[config.mk]
export PLATFORM = sky130hd
export DESIGN_NAME = fetch_queue
export DESIGN_NICKNAME = d
export VERILOG_FILES = /design/src/rtl/core_pkg.sv /design/src/rtl/fq_ptr_ctrl.sv /design/src/rtl/fetch_queue.sv
export SDC_FILE = /design/constraint.sdc
export NUM_CORES = 1
export LEC_CHECK = 0
export CAP_MARGIN = 30
export CORE_MARGIN = 5
export CORE_UTILIZATION = 35
export DETAILED_ROUTE_END_ITERATION = 12
export GPL_TIMING_DRIVEN = 0
export SYNTH_ARGS = -nofsm -noshare
export SYNTH_HDL_FRONTEND = slang
export SYNTH_SLANG_ARGS = --single-unit
[constraint.sdc]
create_clock -name clk -period 3.88 [get_ports clk]
set_input_delay 0.582 -clock clk [delete_from_list [all_inputs] [get_ports clk]]
set_output_delay 0.582 -clock clk [all_outputs]
set_load 0.02 [all_outputs]
[src/rtl/core_pkg.sv]
// Shared pipeline constants for the core front end.
// Consumed by fetch_queue for the instruction width and the NOP bubble encoding.
package core_pkg;

    localparam int                   XLEN       = 64;
    localparam int                   INSTR_W    = 32;
    localparam logic [INSTR_W-1:0]   NOP_INSTR  = 32'h0000_0013;
    localparam logic [XLEN-1:0]      RESET_PC   = '0;

endpackage

[src/rtl/fq_ptr_ctrl.sv]
// Head/tail pointer and occupancy tracking for fetch_queue.
// Reset and flush both clear the pointers; push and pop are pre-qualified by the caller.
module fq_ptr_ctrl #(
    parameter int DEPTH = 4
) (
    input  logic                       clk,
    input  logic                       reset,
    input  logic                       i_flush,
    input  logic                       i_push,
    input  logic                       i_pop,
    output logic [$clog2(DEPTH)-1:0]   o_head,
    output logic [$clog2(DEPTH)-1:0]   o_tail,
    output logic [$clog2(DEPTH):0]     o_count,
    output logic                       o_not_full
);

    localparam int AW = $clog2(DEPTH);
    localparam int CW = AW + 1;

    logic [AW-1:0] r_head;
    logic [AW-1:0] r_tail;
    logic [CW-1:0] r_count;

    // Pointers wrap naturally because DEPTH is a power of two.
    always_ff @(posedge clk) begin
        if (reset || i_flush) begin
            r_head  <= '0;
            r_tail  <= '0;
            r_count <= '0;
        end else begin
            if (i_push) r_tail <= r_tail + AW'(1);
            if (i_pop)  r_head <= r_head + AW'(1);
            case ({i_push, i_pop})
                2'b10:   r_count <= r_count + CW'(1);
                2'b01:   r_count <= r_count - CW'(1);
                default: r_count <= r_count;
            endcase
        end
    end

    assign o_head     = r_head;
    assign o_tail     = r_tail;
    assign o_count    = r_count;
    assign o_not_full = (r_count < CW'(DEPTH));

endmodule

[src/rtl/fetch_queue.sv]
// Instruction fetch queue between fetch and the IF/ID register; emits NOP bubbles when empty.
// Define FETCH_QUEUE_BYPASS_EN to let an entry offered to an empty queue reach out_* in the same cycle.
module fetch_queue
    import core_pkg::*;
#(
    parameter int DEPTH = 4,
    parameter int PC_W  = 64
) (
    input  logic                     clk,
    input  logic                     reset,
    input  logic                     in_valid,
    output logic                     in_ready,
    input  logic [PC_W-1:0]          in_pc,
    input  logic [INSTR_W-1:0]       in_instr,
    output logic                     out_valid,
    input  logic                     out_ready,
    output logic [PC_W-1:0]          out_pc,
    output logic [INSTR_W-1:0]       out_instr,
    input  logic                     flush,
    output logic [$clog2(DEPTH):0]   count
);

    localparam int AW = $clog2(DEPTH);

    logic [PC_W-1:0]    r_pc_mem    [DEPTH];
    logic [INSTR_W-1:0] r_instr_mem [DEPTH];

    logic [AW-1:0]      w_head;
    logic [AW-1:0]      w_tail;
    logic               w_not_full;
    logic               w_empty;
    logic               w_push;
    logic               w_pop;
    logic               w_bypass_take;

    assign w_empty = (count == '0);

`ifdef FETCH_QUEUE_BYPASS_EN
    logic w_bypass;
    assign w_bypass      = w_empty && in_valid && !flush;
    assign w_bypass_take = w_bypass && out_ready;
`else
    assign w_bypass_take = 1'b0;
`endif

    // A bypassed entry consumed this cycle never lands in storage.
    assign w_push = in_valid && w_not_full && !flush && !w_bypass_take;
    assign w_pop  = !w_empty && out_ready && !flush;

    fq_ptr_ctrl #(
        .DEPTH (DEPTH)
    ) u_ptr_ctrl (
        .clk        (clk),
        .reset      (reset),
        .i_flush    (flush),
        .i_push     (w_push),
        .i_pop      (w_pop),
        .o_head     (w_head),
        .o_tail     (w_tail),
        .o_count    (count),
        .o_not_full (w_not_full)
    );

    always_ff @(posedge clk) begin
        if (w_push) begin
            r_pc_mem[w_tail]    <= in_pc;
            r_instr_mem[w_tail] <= in_instr;
        end
    end

    always_comb begin
        out_valid = 1'b0;
        out_pc    = '0;
        out_instr = NOP_INSTR;
        if (!w_empty) begin
            out_valid = 1'b1;
            out_pc    = r_pc_mem[w_head];
            out_instr = r_instr_mem[w_head];
        end
`ifdef FETCH_QUEUE_BYPASS_EN
        else if (w_bypass) begin
            out_valid = 1'b1;
            out_pc    = in_pc;
            out_instr = in_instr;
        end
`endif
    end

    assign in_ready = w_not_full;

endmodule

== After elaboration in Yosys (flattened, before gate mapping) ==
Memories as Yosys holds them, arrays and structs flattened. A register that Yosys moved wholly into a read port is not among the register bits.
Cells that the tools add are included.

* Register bits: 7
* Memory bits (writable): 384
* Input bits: 101
* Output and inout port bits: 101
* Word-level logic and storage cells: 31
* Memories kept: 2

{| class="wikitable"
|+ Memories
! name !! depth !! bits a word !! rd ports !! clocked after memory_dff !! wr ports !! RTL line !! text
|-
| r_pc_mem || 4 || 64 || 1 || 1 || 1 || fetch_queue.sv:25 || <nowiki>logic [PC_W-1:0] r_pc_mem [DEPTH];</nowiki>
|-
| r_instr_mem || 4 || 32 || 1 || 1 || 1 || fetch_queue.sv:26 || <nowiki>logic [INSTR_W-1:0] r_instr_mem [DEPTH];</nowiki>
|}

* Add/subtract/negate cells: 4
* Magnitude comparators: 1
* Equal/unequal tests: 2
* Mux-type cells: 10
* Reductions and logical operators: 9

{| class="wikitable"
|+ Operators with widths
! kind !! count
|-
| 64-bit 2-to-1 mux || 1
|-
| 32-bit 2-to-1 mux || 1
|-
| 2-bit 2-to-1 mux || 4
|-
| 3-bit case mux with 2 select lines || 1
|-
| 2-bit by 1-bit adder with 2-bit output (second input constant) || 2
|-
| 1-bit logical AND || 4
|-
| 3-bit by 1-bit adder with 3-bit output (second input constant) || 1
|-
| 3-bit logical NOT || 1
|-
| 3-bit less-than comparator (second input constant) || 1
|-
| 1-bit 2-to-1 mux || 3
|-
| 3-bit by 1-bit subtractor with 3-bit output (second input constant) || 1
|-
| 2-bit by 1-bit == test with 1-bit output (second input constant) || 1
|-
| 2-bit == test (second input constant) || 1
|-
| 1-bit logical NOT || 2
|-
| 2-bit nonzero test || 1
|-
| 1-bit logical OR || 1
|}

== Logic depth before layout (Yosys ltp) ==
Gate-level depths: netlist (run 1).

* Depth after elaboration: 6
* Gate-level depth with buffers: 8
* Depth with buffers taken out: 8

== Hierarchy ==
Synthesis (run 1) repeated with hierarchy kept, for this count alone.

* Cells, all modules: 652
* Area total of the unflattened synthesis: 14844.2 um^2

{| class="wikitable"
|+ Modules (own cells, without submodules)
! module !! instances !! cells an instance !! area each (um^2) !! sequential area each (um^2)
|-
| fetch_queue || 1 || 617 || 14535.2 || 11531.1
|-
| fq_ptr_ctrl || 1 || 35 || 309.0 || 140.1
|}

== Worst setup path before layout (run 1) ==
No wires, ideal clock.

* Path type: input -> register
* Start point: input port flush
* End point: memory r_instr_mem[1][0] (enable)
* Setup time: 0.466 ns
* Arrival time: 3.193 ns
* Data required time: 3.414 ns
* Setup slack: 0.221 ns
* Stages on the path: 2
* Path buffers: 0
* Cell sequence: nor3b_2 > and2_1

* Cells in the longest elaborated chain, start to end: 4

{| class="wikitable"
|+ RTL lines
! item !! RTL line !! text
|-
| from (decl) || fetch_queue.sv:19 || <nowiki>input logic flush,</nowiki>
|-
| 1-bit logical NOT || fetch_queue.sv:47 || <nowiki>assign w_push = in_valid && w_not_full && !flush && !w_bypass_take;</nowiki>
|-
| 1-bit logical AND || fetch_queue.sv:47 ||
|-
| 1-bit 2-to-1 mux || fetch_queue.sv:65 || <nowiki>if (w_push) begin</nowiki>
|-
| 1-bit 2-to-1 mux (not written as such) || fetch_queue.sv:67 || <nowiki>r_instr_mem[w_tail] <= in_instr;</nowiki>
|-
| to (decl) || fetch_queue.sv:26 ||
|}

No other way between the ends.

== Worst setup path after layout (run 1) ==
* Start point: register u_ptr_ctrl.r_count[1], in the netlist u_ptr_ctrl.o_count[1]
* End point: output port out_instr[1]

* Cells in the longest elaborated chain, start to end: 2

{| class="wikitable"
|+ RTL lines
! item !! RTL line !! text
|-
| from (decl) || fq_ptr_ctrl.sv:22 || <nowiki>logic [CW-1:0] r_count;</nowiki>
|-
| from (signal assigned) || fq_ptr_ctrl.sv:34 || <nowiki>2'b10: r_count <= r_count + CW'(1);</nowiki>
|-
| from (signal assigned) || fq_ptr_ctrl.sv:35 || <nowiki>2'b01: r_count <= r_count - CW'(1);</nowiki>
|-
| from (signal assigned) || fq_ptr_ctrl.sv:36 || <nowiki>default: r_count <= r_count;</nowiki>
|-
| 3-bit logical NOT || fetch_queue.sv:36 || <nowiki>assign w_empty = (count == '0);</nowiki>
|-
| 32-bit 2-to-1 mux || fetch_queue.sv:75 || <nowiki>if (!w_empty) begin</nowiki>
|-
| to (decl) || fetch_queue.sv:18 || <nowiki>output logic [INSTR_W-1:0] out_instr,</nowiki>
|}

No other way between the ends.

==> impl_metrics.ini, run 1 <==
[drt]
first_iter_violations = 385
drt_first_pass_iters = 4
viasPerCell = 4.790
avgRoutedWirePerCell_um = 21.56
ant_nets = 0
via_count = 7142
drc = 0
finalWirelength_um = 32150

[yosys]
seq_area_frac_synth_pct = 78.35
synth_commonest_cells = edfxtp_1 (384), mux4_2 (96), nor2b_1 (93)
synth_edf_count = 384
netlist.area_leader.share_pct = 77.14
yosysTopAreaCell = edfxtp_1
yosys.area_share.simple_pct = 4.729
synth-compound-area-share_pct = 0.2176
yosysWarnings = 0
ys_async_sr_fraction_pct = 0
synthesis.area_um2 = 14950
synth_nets = 768
synthAdderAreaFrac_pct = 0.5524
synthXorXnorAreaFrac_pct = 0.2344
synth_top_family_by_area = multiplexers
synthMuxAreaShare_pct = 14.53
ys.flop_type = edfxtp_1
synth_cells = 661
synth_most_common_cell = edfxtp_1
synth_cell_types = 24
synth_area_leaders = edfxtp_1 (77%), mux4_2 (14%), nor2b_1 (3.9%), dfxtp_1 (1.2%), buf_2 (0.44%)
ys_ff_latch = 393
postSynthAreaPerCell_um2 = 22.61

[timing]
fin_tns_setup_ns = 0
skew_ns = 0.01580
final.period_utilization_pct = 88.84
setup_violations = 0
worst_slack_ns = 0.4329
max_freq_mhz = 290.1
tightest_slew_ns = 0.7601
rsz0062_at_grt = no
hold_violations = 0
slew_headroom_pct = 49.33
final.min_clock_period_ns = 3.447
maxSlewViolCount = 0

[worst_setup_path]
crit_fanout = 10
startpoint = u_ptr_ctrl.o_count[1]$_SDFFE_PP0P_
critPathArrivalTime_ns = 2.87
rr_worst_depth = 3
crit_required_ns = 3.30
worstSetupEndpointType = output pin
reg2reg_from = u_ptr_ctrl.o_count[2]$_SDFFE_PP0P_
cp-start-kind = flip-flop
path_class = reg2out

[pwr]
p_per_area_nw_per_um2 = 475.3
switching_share_pct = 20.35
p_sw_mw = 1.860
leakagePower_nw = 5.945
power_mw = 9.143
p_clk_share_pct = 43.2
pwr-share-comb_pct = 4.9
power.internal_mw = 7.282
vdd_drop_max_mv = 0.3431
seqPwrFrac_pct = 51.8

[clock_network]
h-tree-depth = 2
clock_sinks = 393
ctsResizeCount = 0
root_buffer = clkbuf_16
clock_path_buffers = 3
cts_buffers = 43
clk_latency_ns = 0.56
cts_tree = yes
clk_pin_slew_ns = 0.06

[layout]
drive_above_1_share_pct = 20.50
final_area_um2 = 19240
fill_cells = 3614
fin_cells = 1491
regArea_um2 = 11710
syn_to_final_growth_pct = 28.68
fin_nets = 1025
multiInputGateArea_um2 = 3039

[die]
fp-row-count = 75
fp.dieH_um = 216.7
die_width_um = 216.7
die-area_um2 = 46940
initial_core_util_pct = 35.48
io_pins = 202
core_area_um2 = 42130

[global_route]
grt_usage_pct = 13.64
grt_pass1_vias = 7817
antenna_found_initial = 4
grt_max_degree = 54
grt_pass1_wl_um = 48510
overflow = 0

[min_path]
min_path_cells = 2
hp-start = u_ptr_ctrl.o_head[1]$_SDFFE_PP0P_
hold_path_class = reg2reg

[place]
dp.cells = 1408
dp_hpwl_um = 19390
post-place-ws_ns = 0.4344
routabilityCongestion = 0.6796
postPlaceCellArea_um2 = 17820
io_buffers = 201

[outcome]
outcome = finished, final reports clean

[flow_run]
maxCapViolations = 0
==> cell usage in the layout, fill, tap and decap left out, types with 2 or more instances in the layout <==
master / instances
clkbuf_1: 21
mux4_2: 96
clkbuf_16: 45
xor2_1: 3
inv_1: 8
or2_1: 3
and2_4: 4
a21oi_1: 3
buf_6: 5
clkinv_1: 9
edfxtp_1: 384
buf_16: 5
bufinv_16: 3
nor2b_1: 93
buf_12: 3
clkinv_2: 9
ha_1: 5
nor2_1: 8
buf_4: 3
inv_6: 2
o21ai_0: 2
buf_2: 13
dfxtp_1: 9
clkinvlp_4: 3
or3_1: 2
clkdlybuf4s50_1: 201
==> power by group through the flow <==
| stage | clock (mW) | combinational [mW] | sequential, mW |
|---|---|---|---|
| global route | 4.27 | 0.487 | 4.74 |
| global placement | 0 | 0.436 | 4.84 |
| floorplan | 0 | 0.181 | 4.83 |
| finish | 3.95 | 0.452 | 4.74 |
| CTS | 4.10 | 0.464 | 4.74 |
| detailed placement | 0 | 0.455 | 4.83 |
==> final timing paths <==
| path | endpoint | slack (ns) |
|---|---|---|
| setup / recovery | out_instr[1] | 0.43 |
| hold / removal | flip-flop | 0.49 |
| setup reg to reg | r_pc_mem[3][49]$_DFFE_PP_ | 1.46 |
| hold reg to reg | flip-flop | 0.49 |
==> through the flow <==
stage	hold slack, ns	utilization (%)
4_1_cts	0.4975	45.65
6_report	0.4944	45.65
2_1_floorplan	0.4591	-
3_3_place_gp	0.4823	41.85
5_1_grt	0.5466	45.65
3_5_place_dp	0.4891	42.30
==> critical path: stages (launching register included) <==
cell	delay [ns]
dfxtp_1	0.37
nor3_4	0.26
buf_12	0.15
buf_4	0.16
clkbuf_1	0.49
or2_1	0.19
clkdlybuf4s50_1	0.69
==> sequential cells by signal, indices dropped and copies added, names as in the netlist, named ones only <==
| signal | count |
|---|---|
| u_ptr_ctrl.o_head | 2 |
| u_ptr_ctrl.o_count | 3 |
| r_instr_mem | 128 |
| r_pc_mem | 256 |
| u_ptr_ctrl.o_tail | 2 |
==> what timing repair did <==
| item | in CTS | in global routing |
|---|---|---|
| setup endpoints to repair | 20 | 0 |
| hold buffers | 0 | 0 |
| setup buffers | 4 | 0 |
==> cell type report <==
| cell class | count | area share (%) |
|---|---|---|
| inverters | 8 | 0.1561 |
| repair buffers | 212 | 11.60 |
| multi-input cells | 227 | 15.80 |
| well taps | 539 | 3.506 |
| flip-flops and latches | 393 | 60.88 |
| plain buffers | 33 | 0.9236 |
| clock buffers | 51 | 5.971 |
| clock inverters | 27 | 1.145 |
| diodes | 1 | 0.01301 |
==> cell families (layout without fill, tap and decap cells) <==
| logic type | count (synthesis) | after routing |
|---|---|---|
| AND/OR/NAND/NOR | 114 | 114 |
| XOR/XNOR | 4 | 4 |
| other | 0 | 1 |
| multiplexers | 97 | 97 |
| adder cells (fa/ha/maj) | 6 | 6 |
| AO/OA/AOI/OAI | 6 | 6 |
| flip-flops | 393 | 393 |
| buffers and inverters | 41 | 331 |
==> layer usage <==
layer	up-vias	part of all wire [%]	track usage [%]
li1	3211	-	-
met1	3674	42	17.79
met2	211	49	22.41
met3	42	6.6	4.061
met4	4	1.8	3.880
met5	-	0.084	0
No activity file was read; power rests on OpenSTA's default activity.
==> run 2: changes to the inputs <==
- GPL_ROUTABILITY_DRIVEN: unset -> 1
- PLACE_DENSITY: unset -> 0.64
==> run 2 against run 1 <==
Final cell count shrank 0.47%. Power is 2.9% lower. Flip-flop and latch count unchanged. Via count is essentially flat. Count of clock-buffer cells in the layout up 4. Largest cell class unchanged. Highest routed layer unchanged.
==> impl_metrics.ini, run 2 (synthesis results as in run 1) <==
[outcome]
outcome = finished, final reports clean

[global_route]
grt_pass1_wl_um = 48480
antenna_found_initial = 2
grt_usage_pct = 13.56
overflow = 0
grt_pass1_vias = 7820
grt_max_degree = 51

[pwr]
vdd_drop_max_mv = 0.3075
leakagePower_nw = 5.885
pwr-share-comb_pct = 5.0
switching_share_pct = 20.32
power_mw = 8.875
p_per_area_nw_per_um2 = 464.7
p_sw_mw = 1.803
p_clk_share_pct = 41.6
power.internal_mw = 7.072
seqPwrFrac_pct = 53.4

[clock_network]
ctsResizeCount = 0
clk_latency_ns = 0.55
clock_path_buffers = 3
post-cts-setup-buffer-count = 3
h-tree-depth = 2
clock_sinks = 393
hold_buffers = 0
cts_tree = yes
clk_pin_slew_ns = 0.06
root_buffer = clkbuf_16
cts_buffers = 43

[drt]
drt_first_pass_iters = 4
finalWirelength_um = 31690
ant_nets = 0
drc = 0
avgRoutedWirePerCell_um = 21.36
first_iter_violations = 383
via_count = 7147
viasPerCell = 4.816

[flow_run]
maxCapViolations = 0

[timing]
fin_tns_setup_ns = 0
rsz0062_at_grt = no
final.period_utilization_pct = 89.11
hold_ws_ns = 0.4996
skew_ns = 0.01061
setup_violations = 0
tightest_slew_ns = 0.8283
worst_slack_ns = 0.4226
max_freq_mhz = 289.2
final.min_clock_period_ns = 3.457
maxSlewViolCount = 0
hold_violations = 0
slew_headroom_pct = 44.78

[place]
dp.cells = 1407
post-place-ws_ns = 0.4538
io_buffers = 201
postPlaceCellArea_um2 = 17800
routabilityCongestion = 0.6937
dp_hpwl_um = 19160

[worst_setup_path]
worstSetupEndpointType = output pin
r2r_slack_ns = 1.40
crit_required_ns = 3.30
critPathArrivalTime_ns = 2.88
cp-start-kind = flip-flop
path_class = reg2out
crit_fanout = 10
rr_worst_depth = 3

[layout]
largest_register_ffs = 256
syn_to_final_growth_pct = 27.78
fin_nets = 1023
fin_cells = 1484
fill_cells = 3595
layout_common_cells = edfxtp_1 (384), clkdlybuf4s50_1 (201), mux4_2 (96)
drive_above_1_share_pct = 19.79
top_register = r_pc_mem
layout_commonest_cell = edfxtp_1
final_area_um2 = 19100
antenna_cells = 0
utilization_pct = 45.33

[die]
die_width_um = 216.7
fp-row-count = 75
core_area_um2 = 42130
fp.dieH_um = 216.7
initial_core_util_pct = 35.48
io_pins = 202
die-area_um2 = 46940

[min_path]
min_path_cells = 2
hold_path_class = reg2reg
## run 2: power groups by stage
| stage | clock network, mW | logic [mW] | registers [mW] |
|---|---|---|---|
| 6_report | 3.69 | 0.446 | 4.74 |
| 2_1_floorplan | 0 | 0.181 | 4.83 |
| 3_3_place_gp | 0 | 0.435 | 4.84 |
| 3_5_place_dp | 0 | 0.449 | 4.83 |
| 5_1_grt | 4.00 | 0.481 | 4.74 |
| 4_1_cts | 3.81 | 0.456 | 4.74 |
## run 2: area by class of cell
cell class              instances  area [µm²]  area share, %
plain buffers                  33       177.7         0.9302
clock buffers                  55        1164          6.092
clock inverters                19       100.1         0.5240
inverters                       8       30.03         0.1572
multi-input cells             227        3039          15.91
flip-flops and latches        393       11710          61.31
well taps                     539       674.4          3.531
repair buffers                210        2205          11.54
## run 2: worst paths after layout
path | to | startpoint
setup / recovery | out_pc[59] | flip-flop
hold / removal | u_ptr_ctrl.o_head[1]$_SDFFE_PP0P_ | u_ptr_ctrl.o_head[1]$_SDFFE_PP0P_
setup reg to reg | r_pc_mem[0][55]$_DFFE_PP_ | u_ptr_ctrl.o_count[2]$_SDFFE_PP0P_
hold reg to reg | u_ptr_ctrl.o_head[1]$_SDFFE_PP0P_ | u_ptr_ctrl.o_head[1]$_SDFFE_PP0P_
## run 2: layer usage
| metal | up-vias | share of wire, % | global-route usage [%] |
|---|---|---|---|
| li1 | 3202 | - | - |
| met1 | 3697 | 44 | 18.57 |
| met2 | 200 | 47 | 21.57 |
| met3 | 46 | 6.2 | 3.558 |
| met4 | 2 | 2.1 | 4.049 |
| met5 | - | 0.041 | 0 |
## run 2: worst max-delay path: stages (launching register included)
cell and delay, ns:
dfxtp_1 0.30, buf_2 0.20, buf_2 0.34, buf_2 0.36
mux4_2 0.24, nor2b_1 0.23, clkdlybuf4s50_1 0.66
==> run 3: changes to the inputs <==
- CELL_PAD_IN_SITES_DETAIL_PLACEMENT: unset -> 0
- CELL_PAD_IN_SITES_GLOBAL_PLACEMENT: unset -> 1
- PLACE_DENSITY: 0.64 -> 0.71
==> run 3 against run 2 <==
First-iteration DRC count grew 2.9%. Power grew 2.2%. Clock power grew 5%. Hold slack gained 0.0044 ns. Clock skew grew 0.0015 ns. Sequential power is essentially flat. Worst setup slack lost 0.0082 ns. Critical path depth shrank 1. Utilization grew 0.26 points.
==> impl_metrics.ini, run 3 (synthesis results as in run 1) <==
[pwr]
leakagePower_nw = 5.934
pwr-share-comb_pct = 4.9
p_per_area_nw_per_um2 = 472.1
switching_share_pct = 19.87
vdd_drop_max_mv = 0.3655
seqPwrFrac_pct = 52.2
p_sw_mw = 1.802
power_mw = 9.070
power.internal_mw = 7.268
p_clk_share_pct = 42.8

[place]
dp_hpwl_um = 19600
io_buffers = 201
routabilityCongestion = 0.6919

[layout]
top_register = r_pc_mem
fill_cells = 3600
layout_commonest_cell = edfxtp_1
fin_nets = 1025
antenna_cells = 0
syn_to_final_growth_pct = 28.53
largest_register_ffs = 256
drive_above_1_share_pct = 20.08
utilization_pct = 45.60
layout_common_cells = edfxtp_1 (384), clkdlybuf4s50_1 (201), mux4_2 (96)

[drt]
ant_nets = 0
first_iter_violations = 394
drt_first_pass_iters = 4
drc = 0
via_count = 7077
viasPerCell = 4.766
avgRoutedWirePerCell_um = 21.34
finalWirelength_um = 31690

[global_route]
overflow = 0
grt_max_degree = 55
grt_pass1_vias = 7762
grt_pass1_wl_um = 47960
antenna_found_initial = 2
grt_usage_pct = 13.48

[timing]
tightest_slew_ns = 0.7356
setup_violations = 0
slew_headroom_pct = 50.96
rsz0062_at_grt = no
max_freq_mhz = 288.6
final.min_clock_period_ns = 3.466
hold_violations = 0
maxSlewViolCount = 0
fin_tns_setup_ns = 0
skew_ns = 0.01210
hold_ws_ns = 0.5041
final.period_utilization_pct = 89.32

[worst_setup_path]
path_class = reg2out
cp-start-kind = flip-flop
crit_fanout = 10
worstSetupEndpointType = output pin
crit_required_ns = 3.30
critPathArrivalTime_ns = 2.88

[clock_network]
clk_pin_slew_ns = 0.05
cts_tree = yes
cts_buffers = 43
root_buffer = clkbuf_16
hold_buffers = 0
clock_path_buffers = 3
clock_sinks = 393
clk_latency_ns = 0.56
h-tree-depth = 2

[die]
core_area_um2 = 42130
die-area_um2 = 46940
die_width_um = 216.7
fp-row-count = 75
io_pins = 202
fp.dieH_um = 216.7
initial_core_util_pct = 35.48

[min_path]
hold_path_class = reg2reg

[flow_run]
maxCapViolations = 0

[outcome]
outcome = finished, final reports clean
==> run 3: path summary, 6_finish.rpt <==
path                                            from                   endpoint  slack [ns]  cells after the start
hold / removal     u_ptr_ctrl.o_head[1]$_SDFFE_PP0P_                  flip-flop        0.50                      2
setup reg to reg  u_ptr_ctrl.o_count[2]$_SDFFE_PP0P_  r_pc_mem[2][13]$_DFFE_PP_        1.69                      4
hold reg to reg    u_ptr_ctrl.o_head[1]$_SDFFE_PP0P_                  flip-flop        0.50                      2
setup / recovery                           flip-flop                 out_pc[15]        0.41                      5
==> run 3: power by group through the flow <==
| stage | sequential, mW | clock [mW] | combinational, mW |
|---|---|---|---|
| 2_1_floorplan | 4.83 | 0 | 0.181 |
| 3_3_place_gp | 4.84 | 0 | 0.432 |
| 3_5_place_dp | 4.83 | 0 | 0.452 |
| 4_1_cts | 4.74 | 4.03 | 0.454 |
| 5_1_grt | 4.74 | 4.20 | 0.480 |
| 6_report | 4.74 | 3.89 | 0.446 |
==> run 3: metal layers <==
layer / global-route usage, % / share of wire, %
met5: 0 / 0.073
met4: 4.600 / 2.3
met3: 3.991 / 6.7
met2: 21.56 / 47
met1: 17.78 / 44
==> run 3: final cells by class <==
type                            instances  area [µm²]  share of cell area [%]
Sequential cell                       393       11710                   60.96
Multi-Input combinational cell        227        3039                   15.82
Timing Repair Buffer                  212        2247                   11.70
Clock buffer                           54        1160                   6.037
Tap cell                              539       674.4                   3.510
Buffer                                 33       177.7                  0.9248
Clock inverter                         19       172.7                  0.8987
Inverter                                8       30.03                  0.1563
==> run 3: critical path, cell delays in order (launching register included) <==
cell and delay, ns:
dfxtp_1 0.30, buf_2 0.24, clkbuf_1 0.57, mux4_2 0.33, nor2b_1 0.23, clkdlybuf4s50_1 0.65
==> run 3: stage by stage <==
stage	setup WS (ns)	cell area (µm²)	std cells
after floorplan	0.2214	14950	661
after detailed placement	0.5820	17860	1409
after CTS	0.03535	19190	1482
after global placement	-2.415	17630	1401
after global routing	0.1813	19210	1485
final	0.4144	19210	1485
==> run 3: what timing repair did <==
| action | in CTS | in global routing |
|---|---|---|
| pin swaps | 1 | 1 |
| buffers inserted | 0 | 3 |
| hold endpoints to repair | 0 | 0 |
| resized for setup | 0 | 0 |
| endpoints found under the setup margin | 1 | 1 |
